`src/rtl/vseq_pkg.sv`:
```
// Shared types and width helpers for the vector sequencer.
// The state encoding is also used by the sequencer's FSM registers.
package vseq_pkg;

  typedef enum logic [1:0] {
    IDLE  = 2'd0,
    APPLY = 2'd1,
    CHECK = 2'd2,
    DONE  = 2'd3
  } vseq_state_e;

  localparam int VSEQ_DEF_NUM_IN  = 3;
  localparam int VSEQ_DEF_NUM_OUT = 1;
  localparam int VSEQ_DEF_DEPTH   = 16;

  function automatic int vec_width(input int num_in, input int num_out);
    return num_in + num_out;
  endfunction

  function automatic int addr_width(input int depth);
    return (depth > 1) ? $clog2(depth) : 1;
  endfunction

  // Counters must reach DEPTH itself, hence depth+1.
  function automatic int cnt_width(input int depth);
    return $clog2(depth + 1);
  endfunction

endpackage

```
`src/rtl/vseq_mem.sv`:
```
// Vector store: DEPTH x VW register array, one synchronous write port, one async read port.
// Read data follows the address in the same cycle; no reset, contents survive a sequencer reset.
module vseq_mem #(
  parameter int DEPTH = 16,
  parameter int VW    = 4,
  parameter int AW    = 4
) (
  input  logic          clk,
  input  logic          we,
  input  logic [AW-1:0] waddr,
  input  logic [VW-1:0] wdata,
  input  logic [AW-1:0] raddr,
  output logic [VW-1:0] rdata
);

  logic [VW-1:0] mem [DEPTH];

  always_ff @(posedge clk) begin
    if (we) mem[waddr] <= wdata;
  end

  assign rdata = mem[raddr];

endmodule

```
`src/rtl/vector_sequencer.sv`:
```
// Applies stored {inputs, expected} words to a combinational DUT, SETTLE+2 cycles per vector; start/ld_en ignored while busy.
// Define VSEQ_STOP_ON_FAIL_EN to end a run at the first mismatching vector.
module vector_sequencer
  import vseq_pkg::*;
#(
  parameter  int NUM_IN  = VSEQ_DEF_NUM_IN,
  parameter  int NUM_OUT = VSEQ_DEF_NUM_OUT,
  parameter  int DEPTH   = VSEQ_DEF_DEPTH,
  parameter  int SETTLE  = 1,
  localparam int VW      = vec_width(NUM_IN, NUM_OUT),
  localparam int AW      = addr_width(DEPTH),
  localparam int CW      = cnt_width(DEPTH)
) (
  input  logic               clk,
  input  logic               reset,
  input  logic               ld_en,
  input  logic [AW-1:0]      ld_addr,
  input  logic [VW-1:0]      ld_data,
  input  logic [CW-1:0]      num_vec,
  input  logic               start,
  output logic [NUM_IN-1:0]  dut_in,
  input  logic [NUM_OUT-1:0] dut_out,
  output logic               busy,
  output logic               done,
  output logic               pass,
  output logic [CW-1:0]      vec_idx,
  output logic [CW-1:0]      err_cnt,
  output logic [VW-1:0]      fail_vec,
  output logic [NUM_OUT-1:0] fail_got
);

`ifdef VSEQ_STOP_ON_FAIL_EN
  localparam bit STOP_ON_FAIL = 1'b1;
`else
  localparam bit STOP_ON_FAIL = 1'b0;
`endif

  localparam int            SW          = (SETTLE > 0) ? $clog2(SETTLE + 1) : 1;
  localparam logic [SW-1:0] SETTLE_LAST = SW'(SETTLE);

  vseq_state_e   state_q, state_d;
  logic [SW-1:0] settle_q;
  logic [CW-1:0] num_lat;
  logic [VW-1:0] cur_vec;

  logic          accept;
  logic          wr_en;
  logic          mismatch;
  logic          last_vec;
  logic [AW-1:0] rd_addr;
  logic [VW-1:0] mem_rdata;
  logic [VW-1:0] rd_word;

  assign busy   = (state_q == APPLY) || (state_q == CHECK);
  assign done   = (state_q == DONE);
  assign pass   = done && (err_cnt == '0);
  assign dut_in = cur_vec[VW-1:NUM_OUT];

  assign accept   = start && ((state_q == IDLE) || (state_q == DONE));
  assign wr_en    = ld_en && !busy;
  assign mismatch = (dut_out != cur_vec[NUM_OUT-1:0]);
  assign last_vec = ((vec_idx + CW'(1)) == num_lat);

  // Only two reads are ever needed: word 0 at start, and the following word while in CHECK.
  assign rd_addr = (state_q == CHECK) ? (vec_idx[AW-1:0] + AW'(1)) : '0;

  vseq_mem #(
    .DEPTH (DEPTH),
    .VW    (VW),
    .AW    (AW)
  ) u_mem (
    .clk   (clk),
    .we    (wr_en),
    .waddr (ld_addr),
    .wdata (ld_data),
    .raddr (rd_addr),
    .rdata (mem_rdata)
  );

  // A load in the start cycle lands at the same edge, so forward it to the first vector.
  assign rd_word = (wr_en && (ld_addr == rd_addr)) ? ld_data : mem_rdata;

  always_ff @(posedge clk) begin
    if (!reset) state_q <= IDLE;
    else        state_q <= state_d;
  end

  always_comb begin
    state_d = state_q;
    unique case (state_q)
      IDLE, DONE: begin
        if (start) state_d = (num_vec == '0) ? DONE : APPLY;
      end
      APPLY: begin
        if (settle_q == SETTLE_LAST) state_d = CHECK;
      end
      CHECK: begin
        if ((STOP_ON_FAIL && mismatch) || last_vec) state_d = DONE;
        else                                        state_d = APPLY;
      end
      default: state_d = IDLE;
    endcase
  end

  always_ff @(posedge clk) begin
    if (!reset) begin
      settle_q <= '0;
      num_lat  <= '0;
      cur_vec  <= '0;
      vec_idx  <= '0;
      err_cnt  <= '0;
      fail_vec <= '0;
      fail_got <= '0;
    end else begin
      unique case (state_q)
        IDLE, DONE: begin
          if (accept) begin
            num_lat  <= (num_vec > CW'(DEPTH)) ? CW'(DEPTH) : num_vec;
            settle_q <= '0;
            vec_idx  <= '0;
            err_cnt  <= '0;
            fail_vec <= '0;
            fail_got <= '0;
            if (num_vec != '0) cur_vec <= rd_word;
          end
        end
        APPLY: begin
          settle_q <= (settle_q == SETTLE_LAST) ? '0 : settle_q + SW'(1);
        end
        CHECK: begin
          if (mismatch) begin
            err_cnt <= err_cnt + CW'(1);
            if (err_cnt == '0) begin
              fail_vec <= cur_vec;
              fail_got <= dut_out;
            end
          end
          // A stopped run keeps vec_idx on the failing vector.
          if (!(STOP_ON_FAIL && mismatch)) begin
            vec_idx <= vec_idx + CW'(1);
            if (!last_vec) cur_vec <= rd_word;
          end
        end
        default: ;
      endcase
    end
  end

endmodule
```
`config.mk`:
```
export PLATFORM = sky130hd
export DESIGN_NAME = vector_sequencer
export DESIGN_NICKNAME = d
export VERILOG_FILES = /design/src/rtl/vseq_pkg.sv /design/src/rtl/vseq_mem.sv /design/src/rtl/vector_sequencer.sv
export SDC_FILE = /design/constraint.sdc
export NUM_CORES = 1
export LEC_CHECK = 0
export BUFFER_PORTS_ARGS = -buffer_cell sky130_fd_sc_hd__buf_2
export CAP_MARGIN = 20
export CORE_MARGIN = 5
export CORE_UTILIZATION = 37
export DETAILED_ROUTE_END_ITERATION = 8
export GPL_TIMING_DRIVEN = 0
export HOLD_SLACK_MARGIN = 0.06
export SYNTH_ARGS = -nofsm -noshare
export SYNTH_HDL_FRONTEND = slang
export SYNTH_SLANG_ARGS = --single-unit
```
`constraint.sdc`:
```
create_clock -name clk -period 2.3 [get_ports clk]
set_input_delay 0.345 -clock clk [delete_from_list [all_inputs] [get_ports clk]]
set_output_delay 0.345 -clock clk [all_outputs]
set_load 0.05 [all_outputs]
```
==> qor.yml <==
synth:
  synth_edf_count: 64
  yosysWarningCount: 0
  syn_inst: 333
  yosysSeqAreaShare: 0.595
  synthDistinctLibCells: 56
  yosys_most_used_dff: "edfxtp_1"
  syn-num-nets: 358
  synth.avg_cell_area_um2: 12.4
  synth-seq-cells: 91
  async_reset_ff_frac: 0
  netlist_area_um2: 4140
power_and_ir_drop:
  ir_drop_uv: 492
  p_total_w: 0.00448
  leakagePower_nw: 1.65
  powerDensity_nw_per_um2: 932
route:
  drcViolationCount: 0
  num_vias: 2798
  wl_per_cell_um: 17.8
  drtIter0Drc: 207
  viasPerCell: 5.30
  first_pass_iters: 5
  routed_wl_um: 9390
  postRouteAntennaNets: 0
clocking:
  clk_path_buf_depth: 2
  cts-root-buf: "clkbuf_8"
  cts_max_level: 3
  hold_buffers: 0
  clk_pin_slew_ns: 0.09
  cts_tree: "built"
  cts_sinks: 91
  clk_latency_ns: 0.37
  cts_buffers: 9
sta:
  whs_ns: 0.239
  rsz0062_at_grt: "no"
  fmax_mhz: 453
  worst_pin_slew_ns: 0.609
  clock-skew-final_ns: 0.00888
  drv_slew: 0
  slew_headroom: 0.591
  fin_crit_ns: 2.21
  setup_viol: 0
  hold_viol_final: 0
  min_period_over_period: 0.960
critical_path:
  rrSetupSlack_ns: 0.09
  cp_top_family: "compound AO/OA/AOI/OAI gates"
  reg2reg_to: "cur_vec[3]$_SDFFE_PN0P_"
  crit_path_max_fanout: 7
  slowest_delay_ns: 0.52
  cp_cell_sequence: "ha_4 -> xor2_4 -> buf_12 -> mux4_2 -> a221o_2 -> o32ai_2 -> a211o_1 -> a31oi_1"
  startpoint_type: "register"
  worstPathRequired_ns: 2.55
  slowest_stage: "mux4_2"
  cp.arrival_ns: 2.46
  path_class: "register to register"
  reg2reg_depth: 8
  crit_path_end_kind: "register"
  r2r_start: "vec_idx[1]$_SDFFE_PN0P_"
  worst-path-buf-inv: 1
  startpoint: "vec_idx[1]$_SDFFE_PN0P_"
layout:
  n_fill_cell: 1024
  synthToLayoutAreaGrowth_pct: 16.0
  drive_above_1_share: 0.253
  fin_nets: 408
  multiInputGateArea_um2: 1600
  fin_util: 0.441
  mostFrequentLayoutCell: "edfxtp_1"
  final_cell_count_no_fill: 528
  most-common-layout-cells: "64 x edfxtp_1, 40 x nor2_1, 40 x buf_2"
  antenna_cells: 0
  seq_area_um2: 2470
floorplanning:
  die_h_um: 116
  die_w_um: 116
  core_area_um2: 10900
  dieArea_um2: 13400
  start_util: 0.380
  rows: 38
  io_pins: 39
run_status:
  status: "complete, no violations"
grt:
  grt_pass1_vias: 2775
  grt_max_degree: 18
  overflow: 0
  antenna_found_initial: 0
  groute.usage.overall: 0.150
  grt_pass1_wl_um: 15200
hold_path:
  hold_path_class: "input pin to register"
  min-delay-start: "reset"
  hold_depth: 3
  worstHoldEndpoint: "state_q[1]$_SDFFE_PN0P_"
placement:
  port_buffers: 37
  dp_cells: 510
  gp_congestion: 0.880
  dpl.hpwl_um: 6640
run:
  drv_cap: 0
==> worst max path at each step <==
stage / depth (start not counted) / slack (ns) / endpoint
2_1_floorplan: 8 / 0.02 / cur_vec[3]$_SDFFE_PN0P_
3_3_place_gp: 9 / -0.41 / fail_vec[1]$_SDFFE_PN0P_
3_5_place_dp: 9 / -0.47 / fail_vec[0]$_SDFFE_PN0P_
4_1_cts: 9 / 0.0008 / cur_vec[3]$_SDFFE_PN0P_
5_1_grt: 8 / 0.002 / cur_vec[0]$_SDFFE_PN0P_
6_report: 8 / 0.09 / cur_vec[3]$_SDFFE_PN0P_
==> state kept, by name, indices dropped and copies added (netlist names) <==
name	flops
fail_vec	4
num_lat	5
fail_got	1
u_mem.mem	64
state_q	2
cur_vec	4
err_cnt	5
settle_q	1
vec_idx	5
==> cell usage after synthesis (5+ instances only) <==
master	instances	area, um2
nor2b_1	6	37.5
nand2_1	15	56.3
xnor2_1	5	43.8
xor2_1	5	43.8
nor2_1	40	150
mux4_2	6	135
nand3_1	9	45.0
ha_1	7	87.6
buf_2	7	35.0
dfxtp_1	27	541
edfxtp_1	64	1920
a31oi_1	7	43.8
o22ai_1	7	43.8
o21ai_0	8	40.0
nor3b_1	5	37.5
a21oi_1	9	45.0
nor3_1	6	30.0
o221ai_1	5	43.8
clkbuf_1	8	30.0
nand2b_1	5	31.3
inv_1	10	37.5
and2_1	5	31.3
a22oi_1	8	60.1
==> cells by family (layout without fill, tap and decap cells) <==
logic type	Yosys count	count (layout)	share of synthesized area
fa+ha+maj	7	7	0.0211
xor+xnor	12	12	0.0332
mux	15	15	0.0674
buf+inv	32	87	0.0369
compound gates	71	71	0.122
flops	91	91	0.595
simple gates	105	105	0.125
==> worst reg2reg max path, delay by kind of cell, from the launching register on <==
| kind | cells | cell delay, ns |
|---|---|---|
| buffers and inverters | 1 | 0.14 |
| adders and majority gates | 1 | 0.20 |
| xor gates and xnor gates | 1 | 0.18 |
| AOI/OAI and AO/OA | 4 | 0.68 |
| muxes | 1 | 0.52 |
| DFF | 1 | 0.38 |
==> metal layers <==
layer  part of all wire  track usage  routed length, um  vias up
li1                   -            -                  -     1359
met1               0.47        0.209               4410     1341
met2               0.46        0.232               4290       89
met3              0.061       0.0397                569        9
met4              0.012       0.0394                112        0
met5                  0            0                  0        -
==> report_power, final <==
part           internal, W  switching, W
combinational     0.000549      0.000978
clock             0.000398      0.000589
sequential         0.00187     0.0000909
total              0.00282       0.00166
==> cell type report <==
| type | instances | share of cell area |
|---|---|---|
| multi-input cells | 210 | 0.333 |
| flip-flops and latches | 91 | 0.514 |
| well taps | 140 | 0.0364 |
| clock inverters | 7 | 0.0107 |
| repair buffers | 42 | 0.0489 |
| clock buffers | 9 | 0.0258 |
| plain buffers | 19 | 0.0227 |
| inverters | 10 | 0.00781 |
==> through the flow <==
step | area, um2 | worst slack (ns) | setup TNS (ns)
2_1_floorplan | 4170 | 0.0235 | 0
6_report | 4810 | 0.0912 | 0
5_1_grt | 4810 | 0.00212 | 0
4_1_cts | 4770 | 0.000780 | 0
3_5_place_dp | 4530 | -0.466 | -3.63
3_3_place_gp | 4530 | -0.414 | -3.11
==> repair_timing <==
item / 4_1_cts / 5_1_grt
hold endpoints to repair: 0 / 0
pin swaps: 2 / 2
setup buffers: 4 / 1
setup endpoints to repair: 18 / 15
resized for setup: 12 / 12
Note: power is estimated with default switching activity, not from simulation.
